`src/rtl/systolic_skew_buffer_if.sv`:
```
// Stream bundle for the skew buffer: word input handshake plus the per-step skewed output.
interface systolic_skew_buffer_if #(
  parameter int LANES  = 10,
  parameter int DATA_W = 8
) ();
  logic                    in_valid_i;
  logic                    in_last_i;
  logic                    in_ready_o;
  logic [LANES*DATA_W-1:0] word_i;
  logic [LANES*DATA_W-1:0] skew_o;
  logic [LANES-1:0]        lane_valid_o;
  logic                    out_valid_o;
  logic                    out_last_o;

  modport slave (
    input  in_valid_i, in_last_i, word_i,
    output in_ready_o, skew_o, lane_valid_o, out_valid_o, out_last_o
  );

  modport master (
    output in_valid_i, in_last_i, word_i,
    input  in_ready_o, skew_o, lane_valid_o, out_valid_o, out_last_o
  );
endinterface

```
`src/rtl/systolic_skew_buffer.sv`:
```
// Skew/deskew buffer feeding the systolic array edge: lane k is delayed k (or LANES-1-k) steps,
// with a zero-injected drain after the last word of each stream.
module systolic_skew_buffer #(
  parameter int LANES  = 10,
  parameter int DATA_W = 8
) (
  input  logic                  clk_i,
  input  logic                  rst_ni,
  input  logic                  en_i,
  input  logic                  flush_i,
  input  logic                  dir_i,
  systolic_skew_buffer_if.slave bus,
  output logic                  busy_o
);

  localparam int CNT_W = (LANES > 1) ? $clog2(LANES) : 1;

  typedef enum logic [1:0] {IDLE, RUN, DRAIN} state_e;

  state_e                  state_q, state_d;
  logic [CNT_W-1:0]        cnt_q, cnt_d;
  logic                    dir_q;
  logic                    accept;
  logic                    step;
  logic                    eff_dir;
  logic                    inj_valid;
  logic [LANES*DATA_W-1:0] inj_data;

  assign bus.in_ready_o = en_i && !flush_i && (state_q != DRAIN);
  assign accept         = bus.in_ready_o && bus.in_valid_i;
  assign step           = accept || (en_i && !flush_i && (state_q == DRAIN));
  assign inj_valid      = accept;
  assign inj_data       = accept ? bus.word_i : '0;
  // The opening accept of a stream already needs the new direction for its zero-delay lanes.
  assign eff_dir        = (state_q == IDLE) ? dir_i : dir_q;

  always_ff @(posedge clk_i or negedge rst_ni) begin
    if (!rst_ni) begin
      state_q <= IDLE;
      cnt_q   <= '0;
      dir_q   <= 1'b0;
    end else if (flush_i) begin
      state_q <= IDLE;
      cnt_q   <= '0;
      dir_q   <= 1'b0;
    end else begin
      state_q <= state_d;
      cnt_q   <= cnt_d;
      if (accept && (state_q == IDLE)) dir_q <= dir_i;
    end
  end

  always_comb begin
    state_d = state_q;
    cnt_d   = cnt_q;
    case (state_q)
      IDLE, RUN: begin
        if (accept) begin
          if (!bus.in_last_i) begin
            state_d = RUN;
          end else if (LANES == 1) begin
            state_d = IDLE;
          end else begin
            state_d = DRAIN;
            cnt_d   = CNT_W'(LANES - 1);
          end
        end
      end
      DRAIN: begin
        if (step) begin
          cnt_d = cnt_q - 1'b1;
          if (cnt_q == CNT_W'(1)) state_d = IDLE;
        end
      end
      default: state_d = IDLE;
    endcase
  end

  always_comb begin
    bus.out_valid_o = step;
    bus.out_last_o  = (step && (state_q == DRAIN) && (cnt_q == CNT_W'(1))) ||
                      ((LANES == 1) && accept && bus.in_last_i);
    busy_o          = (state_q != IDLE);
  end

  // Stage s holds the slot injected s+1 steps ago; the chain only moves on a step.
  if (LANES > 1) begin : g_chain
    logic [LANES*DATA_W-1:0] data_q [LANES-1];
    logic [LANES-2:0]        valid_q;

    always_ff @(posedge clk_i or negedge rst_ni) begin
      if (!rst_ni) begin
        for (int s = 0; s < LANES - 1; s++) data_q[s] <= '0;
        valid_q <= '0;
      end else if (flush_i) begin
        for (int s = 0; s < LANES - 1; s++) data_q[s] <= '0;
        valid_q <= '0;
      end else if (step) begin
        for (int s = LANES - 2; s > 0; s--) begin
          data_q[s]  <= data_q[s-1];
          valid_q[s] <= valid_q[s-1];
        end
        data_q[0]  <= inj_data;
        valid_q[0] <= inj_valid;
      end
    end
  end

  for (genvar k = 0; k < LANES; k++) begin : g_lane
    localparam int D_SKEW   = k;
    localparam int D_DESKEW = LANES - 1 - k;

    logic [DATA_W-1:0] skew_data, deskew_data;
    logic              skew_vld, deskew_vld;

    if (D_SKEW == 0) begin : g_skew_direct
      assign skew_data = inj_data[k*DATA_W +: DATA_W];
      assign skew_vld  = inj_valid;
    end else begin : g_skew_tap
      assign skew_data = g_chain.data_q[D_SKEW-1][k*DATA_W +: DATA_W];
      assign skew_vld  = g_chain.valid_q[D_SKEW-1];
    end

    if (D_DESKEW == 0) begin : g_deskew_direct
      assign deskew_data = inj_data[k*DATA_W +: DATA_W];
      assign deskew_vld  = inj_valid;
    end else begin : g_deskew_tap
      assign deskew_data = g_chain.data_q[D_DESKEW-1][k*DATA_W +: DATA_W];
      assign deskew_vld  = g_chain.valid_q[D_DESKEW-1];
    end

    assign bus.skew_o[k*DATA_W +: DATA_W] = eff_dir ? deskew_data : skew_data;
    assign bus.lane_valid_o[k]            = eff_dir ? deskew_vld  : skew_vld;
  end

endmodule

```
`src/flat_wrapper.sv`:
```
// flat-port wrapper written by rule: the top's interface ports become plain ports
module systolic_skew_buffer_flat 
#(
  parameter int LANES  = 10,
  parameter int DATA_W = 8
)
  (clk_i, rst_ni, en_i, flush_i, dir_i, busy_o, bus_in_valid_i, bus_in_last_i, bus_word_i, bus_in_ready_o, bus_skew_o, bus_lane_valid_o, bus_out_valid_o, bus_out_last_o);
  systolic_skew_buffer_if #(.LANES(LANES), .DATA_W(DATA_W)) bus_i ();
  input  logic clk_i;
  input  logic rst_ni;
  input  logic en_i;
  input  logic flush_i;
  input  logic dir_i;
  output logic busy_o;
  input wire logic [$bits(bus_i.in_valid_i)-1:0] bus_in_valid_i;
  input wire logic [$bits(bus_i.in_last_i)-1:0] bus_in_last_i;
  input wire logic [$bits(bus_i.word_i)-1:0] bus_word_i;
  output wire logic [$bits(bus_i.in_ready_o)-1:0] bus_in_ready_o;
  output wire logic [$bits(bus_i.skew_o)-1:0] bus_skew_o;
  output wire logic [$bits(bus_i.lane_valid_o)-1:0] bus_lane_valid_o;
  output wire logic [$bits(bus_i.out_valid_o)-1:0] bus_out_valid_o;
  output wire logic [$bits(bus_i.out_last_o)-1:0] bus_out_last_o;
  assign bus_i.in_valid_i = bus_in_valid_i;
  assign bus_i.in_last_i = bus_in_last_i;
  assign bus_i.word_i = bus_word_i;
  assign bus_in_ready_o = bus_i.in_ready_o;
  assign bus_skew_o = bus_i.skew_o;
  assign bus_lane_valid_o = bus_i.lane_valid_o;
  assign bus_out_valid_o = bus_i.out_valid_o;
  assign bus_out_last_o = bus_i.out_last_o;
  systolic_skew_buffer #(.LANES(LANES), .DATA_W(DATA_W)) u_core (.clk_i(clk_i), .rst_ni(rst_ni), .en_i(en_i), .flush_i(flush_i), .dir_i(dir_i), .bus(bus_i), .busy_o(busy_o));
endmodule
```
`config.mk`:
```
export PLATFORM = sky130hd
export DESIGN_NAME = systolic_skew_buffer_flat
export DESIGN_NICKNAME = d
export VERILOG_FILES = /design/src/rtl/systolic_skew_buffer_if.sv /design/src/rtl/systolic_skew_buffer.sv /design/src/flat_wrapper.sv
export SDC_FILE = /design/constraint.sdc
export NUM_CORES = 1
export LEC_CHECK = 0
export ABC_CLOCK_PERIOD_IN_PS = 2300
export CORE_MARGIN = 8
export CORE_UTILIZATION = 55
export CTS_BUF_LIST = sky130_fd_sc_hd__clkbuf_8
export DETAILED_ROUTE_END_ITERATION = 8
export PLACE_DENSITY = 0.78
export RECOVER_POWER = 25
export SLEW_MARGIN = 0
export SYNTH_ARGS = -nofsm -noshare
export SYNTH_HDL_FRONTEND = slang
export SYNTH_SLANG_ARGS = --single-unit
export TNS_END_PERCENT = 5
```
`constraint.sdc`:
```
create_clock -name clk_i -period 2.3 [get_ports clk_i]
set_input_delay 0.69 -clock clk_i [delete_from_list [all_inputs] [get_ports clk_i]]
set_output_delay 0.69 -clock clk_i [all_outputs]
set_load 0.1 [all_outputs]
```
### Word-level counts from Yosys, hierarchy flattened

Cells that the tools add are included.

| cells by class | value |
|---|---|
| equality and inequality tests | 8 |
| muxes and demuxes | 39 |
| add/subtract/negate cells | 1 |
| reduce and logical (&&, ||, !) cells | 17 |

Operators with widths:

| kind | count |
|---|---|
| 720-bit 2-to-1 mux | 2 |
| 8-bit 2-to-1 mux | 10 |
| 80-bit 2-to-1 mux | 1 |
| 9-bit 2-to-1 mux | 2 |
| 4-bit 2-to-1 mux | 4 |
| 1-bit 2-to-1 mux | 13 |
| 2-bit 2-to-1 mux | 5 |
| 3-bit by 2-bit inequality test with 1-bit output (second input constant) | 3 |
| 4-bit one-hot mux with 2 select lines | 1 |
| 1-bit logical AND | 7 |
| 2-bit nonzero test | 3 |
| 4-bit by 1-bit == test with 1-bit output (second input constant) | 1 |
| 2-bit one-hot mux with 2 select lines | 1 |
| 4-bit AND reduction | 1 |
| 4-bit by 1-bit subtractor with 4-bit output (second input constant) | 1 |
| 3-bit inequality test (second input constant) | 1 |
| 3-bit AND reduction | 1 |
| 3-bit nonzero test | 1 |
| 2-bit by 1-bit == test with 1-bit output (second input constant) | 1 |
| 2-bit == test (second input constant) | 1 |
| 2-bit zero test | 1 |
| 2-bit inequality test (second input constant) | 1 |
| 2-bit OR reduction | 1 |
| 1-bit zero test | 1 |
| 1-bit logical OR | 1 |

| storage, ports and cells | value |
|---|---|
| bits in registers | 736 |
| bits of input ports | 87 |
| output and inout bits | 94 |
| logic and storage cells | 78 |

### Depth between registers and ports, before layout

| logic depth | value |
|---|---|
| word-level depth | 8 |
| mapped depth | 8 |

### Worst setup path after synthesis

Ideal clock, no wire load.

| timing path | value |
|---|---|
| path kind | input to output |
| start point | in en_i |
| end point | out bus_in_ready_o |
| stages on the path | 5 |
| data arrival time | 2516 ps |
| path buffers | 3 |
| path slack | -906 ps |
| cell sequence | buf_2 > nand2b_1 > buf_2 > clkbuf_1 > nor2_1 |

| between the ends | value |
|---|---|
| word-level cells in the longest chain between the ends | 2 |

Ends and longest elaborated chain:

| element | RTL line | text |
|---|---|---|
| from (decl) | flat_wrapper.sv:11 | `input logic en_i;` |
| 1-bit logical AND (2 in a row) | systolic_skew_buffer.sv:29 | `assign bus.in_ready_o = en_i && !flush_i && (state_q != DRAIN);` |
| to (decl) | flat_wrapper.sv:18 | `output wire logic [$bits(bus_i.in_ready_o)-1:0] bus_in_ready_o;` |

No other way between the ends.

### Worst setup path in the final report

| timing path | value |
|---|---|
| start point | reg u_core.state_q[0] |
| end point | out bus_skew_o[19] |

| between the ends | value |
|---|---|
| word-level cells in the longest chain between the ends | 3 |

Ends and longest elaborated chain:

| element | RTL line | text |
|---|---|---|
| from (decl) | systolic_skew_buffer.sv:20 | `state_e state_q, state_d;` |
| from (signal assigned) | systolic_skew_buffer.sv:47 | `state_q <= state_d;` |
| 2-bit zero test | systolic_skew_buffer.sv:35 | `assign eff_dir = (state_q == IDLE) ? dir_i : dir_q;` |
| 1-bit 2-to-1 mux | systolic_skew_buffer.sv:35 |  |
| 8-bit 2-to-1 mux | systolic_skew_buffer.sv:132 | `assign bus.skew_o[k*DATA_W +: DATA_W] = eff_dir ? deskew_data : skew_data;` |
| to (decl) | flat_wrapper.sv:19 | `output wire logic [$bits(bus_i.skew_o)-1:0] bus_skew_o;` |

No other way between the ends.

==> results.md <==
* Fraction of registers with async set/reset at 100%
* Slew Limit Headroom at -0.159%
* Global placement routability congestion at 0.764
* Mean Syn Cell Area at 12.8 um2
* Data arrival, critical path at 2510 ps
* Setup violations, final at 94
* CP startpoint kind: register
* Max Slew Vio Count at 21
* Total power at 21.2 mW
* CTS H-tree lvls at 3
* Worst Min Path Start: u_core.g_chain.data_q[640]
* Worst VDD drop at 0.499 mV
* Crit path kind: reg -> out
* Dominant cells by area after synthesis: dfrtp_1 56%, mux2_2 20%, nor2b_1 9.1%, mux2i_1 2.2%, a22o_1 2.2%
* NumNets Final at 2326
* RSZ-0062 raised after global routing: yes
* Vias per cell at 5.53
* Flop-to-flop setup slack at 190 ps
* Clk buf depth at 3
* Endpoint type of the worst setup path: output pin
* Max Clk Rate at 312 MHz
* Largest net degree at the start of global routing at 201
* CTS tree: built
* Die Area at 54100 um2
* Clk Latency, worst-skew pair at 670 ps
* Mapped Nets at 2104
* Starting DRT DRC Count at 1126
* Yosys Warn Count at 0
* DR WL/cell at 19.8 um
* Yosys top cell area share at 55.8%
* Ys flop type: dfrtp_1
* Pleak at 15.9 nW
* Area grow syn2layout at 23.9%
* Vias in the first global route at 17700
* Rows at 79
* Hold WC Path Type: reg -> reg
* Crit-path max FO at 14
* DRT Pass-1 Iters at 5
* Total CTS buffers at 94
* Critical Path Start: u_core.state_q[0]
* Residual DRC at 0
* Cell taking the most area after synthesis: dfrtp_1
* Share of cells above drive strength 1 at 35.3%
* Count leader, synth: dfrtp_1
* Sequential share of the synthesized area at 55.8%
* First-pass GRT wire length at 94300 um
* Final Critical Period at 3200 ps
* Mapped Cells at 2015
* Final Hold Viols at 0
* Synth cell types at 41
* Clock root cell: clkbuf_8
* Antenna viol nets, final at 0
* Final core utilization at 68.8%
* Initial antenna violation count at 2
* Die X at 233 um
* Max Cap Viol at 1
* Failing checks: capacitance limit, slew limit, setup timing
* Clk sink count at 576
* Detailed placer's ending HPWL at 36500 um
* Pwr per Cell Area at 664 nW/um2
* Sum Neg Setup Slack at -78370 ps
* Yosys reg bits at 576
* Placeable Area at 46500 um2
* GRT Total Usage at 21.5%
* Grt ovf at 0
* EDFF count, synth at 0
* Via Count at 16100
* Setup bufs post-CTS at 0
* PortBufs at 180
* Fill cells at 3227
* Clock-pin transition on the worst setup and hold timing paths at 60 ps
* Top cells by count, synth: 576 x dfrtp_1, 456 x mux2_2, 377 x nor2b_1
* Tcrit/Tclk final at 139%
* I/O pin count at 181
* Starting Density at 55.6%
* Setup Skew at 28.5 ps
* WL final at 57700 um
* Final WS setup at -903 ps
* Die height at 233 um
* Measured slew at the worst slew-check pin at 1500 ps
* Critical Path RT at 1610 ps
* Run status: complete, but fails checks
* Mapped cell area at 25800 um2
* Critical R2R Launch: u_core.state_q[1]
[stage by stage]
stage	area (um2)	std cells	setup WS [ps]	hold WS (ps)
floorplan	26200	2015	-281	394
global placement	30100	2747	-706	458
detailed placement	30100	2747	-739	462
CTS	32000	2916	-959	413
global route	32000	2917	-968	485
finish	32000	2918	-903	473
[layer usage]
metal	global-route usage (%)	vias up	part of all wire, %
met5	0	-	0
met2	34.8	344	48
met1	28.3	8331	44
met4	8.02	0	2.7
met3	4.79	88	5.1
li1	-	7377	-
[sequential cells by signal (all words and copies together), names as in the netlist]
| name | count |
|---|---|
| u_core.g_chain.data_q | 560 |
| u_core.g_chain.valid_q | 9 |
| u_core.cnt_q | 4 |
| u_core.dir_q | 1 |
| u_core.state_q | 2 |
[critical path, stage by stage, from the launching register on]
cell,delay (ps)
dfrtp_1,370
or2_4,280
mux2i_4,210
buf_12,240
buf_12,210
mux2_4,330
buf_12,170
[logic make-up after synthesis]
group	synth area share (%)
compound gates	6.27
fa+ha+maj	0.0969
mux	22.6
simple gates	11.0
buf+inv	4.18
flops	55.8
[where the power goes]
part	switching (mW)	leakage [nW]	internal, mW
sequential	0.0958	8.01	10.3
clock	3.99	1.12	4.92
combinational	1.17	6.76	0.780
[repair_timing]
action                                 in CTS  in global routing
resized for setup                           3                  1
setup endpoints to repair                  94                 94
endpoints found under the hold margin      13                  0
hold buffers                                1                  0
pin swaps                                   2                  0
[cell usage in the layout, fill, tap and decap left out, types with 2 or more instances in the layout]
master and count:
nand3b_1 2, clkbuf_1 2, buf_6 3, a21oi_1 2, diode_2 2, mux2_2 375, a21o_1 16, ha_1 2
buf_4 65, clkinv_2 8, dfrtp_1 576, clkinvlp_4 2, inv_1 95, o211ai_1 57, clkbuf_8 121, nor3_1 18
nor2b_1 375, nor2_1 2, a22o_1 64, mux2i_1 58, mux2_4 90, nor2b_4 2, clkdlybuf4s50_1 82, a31o_2 2
bufinv_16 2, buf_12 126, nand2_1 74, o31ai_1 57, clkbuf_2 3, inv_2 2, clkbuf_4 2
[final cells by class]
| type | instances | area [um2] | share of cell area (%) |
|---|---|---|---|
| sequential | 576 | 14400 | 45.1 |
| multi-input combinational | 1216 | 10700 | 33.5 |
| timing repair buffer | 286 | 3940 | 12.3 |
| clock buffer | 121 | 1670 | 5.21 |
| tap | 607 | 759 | 2.37 |
| clock inverter | 47 | 251 | 0.786 |
| inverter | 63 | 236 | 0.739 |
| antenna | 2 | 5.00 | 0.0157 |
[path summary, 6_finish.rpt]
kind                            cells after the start                    endpoint
worst max-delay path                                6              bus_skew_o[19]
worst min-delay path                                1  u_core.g_chain.data_q[640]
worst max register to register                      7  u_core.g_chain.data_q[599]
worst min register to register                      1  u_core.g_chain.data_q[640]
max in group asynchronous                           3  u_core.g_chain.data_q[545]
min in group asynchronous                           2  u_core.g_chain.data_q[318]
(Power assumes the default switching activity.)
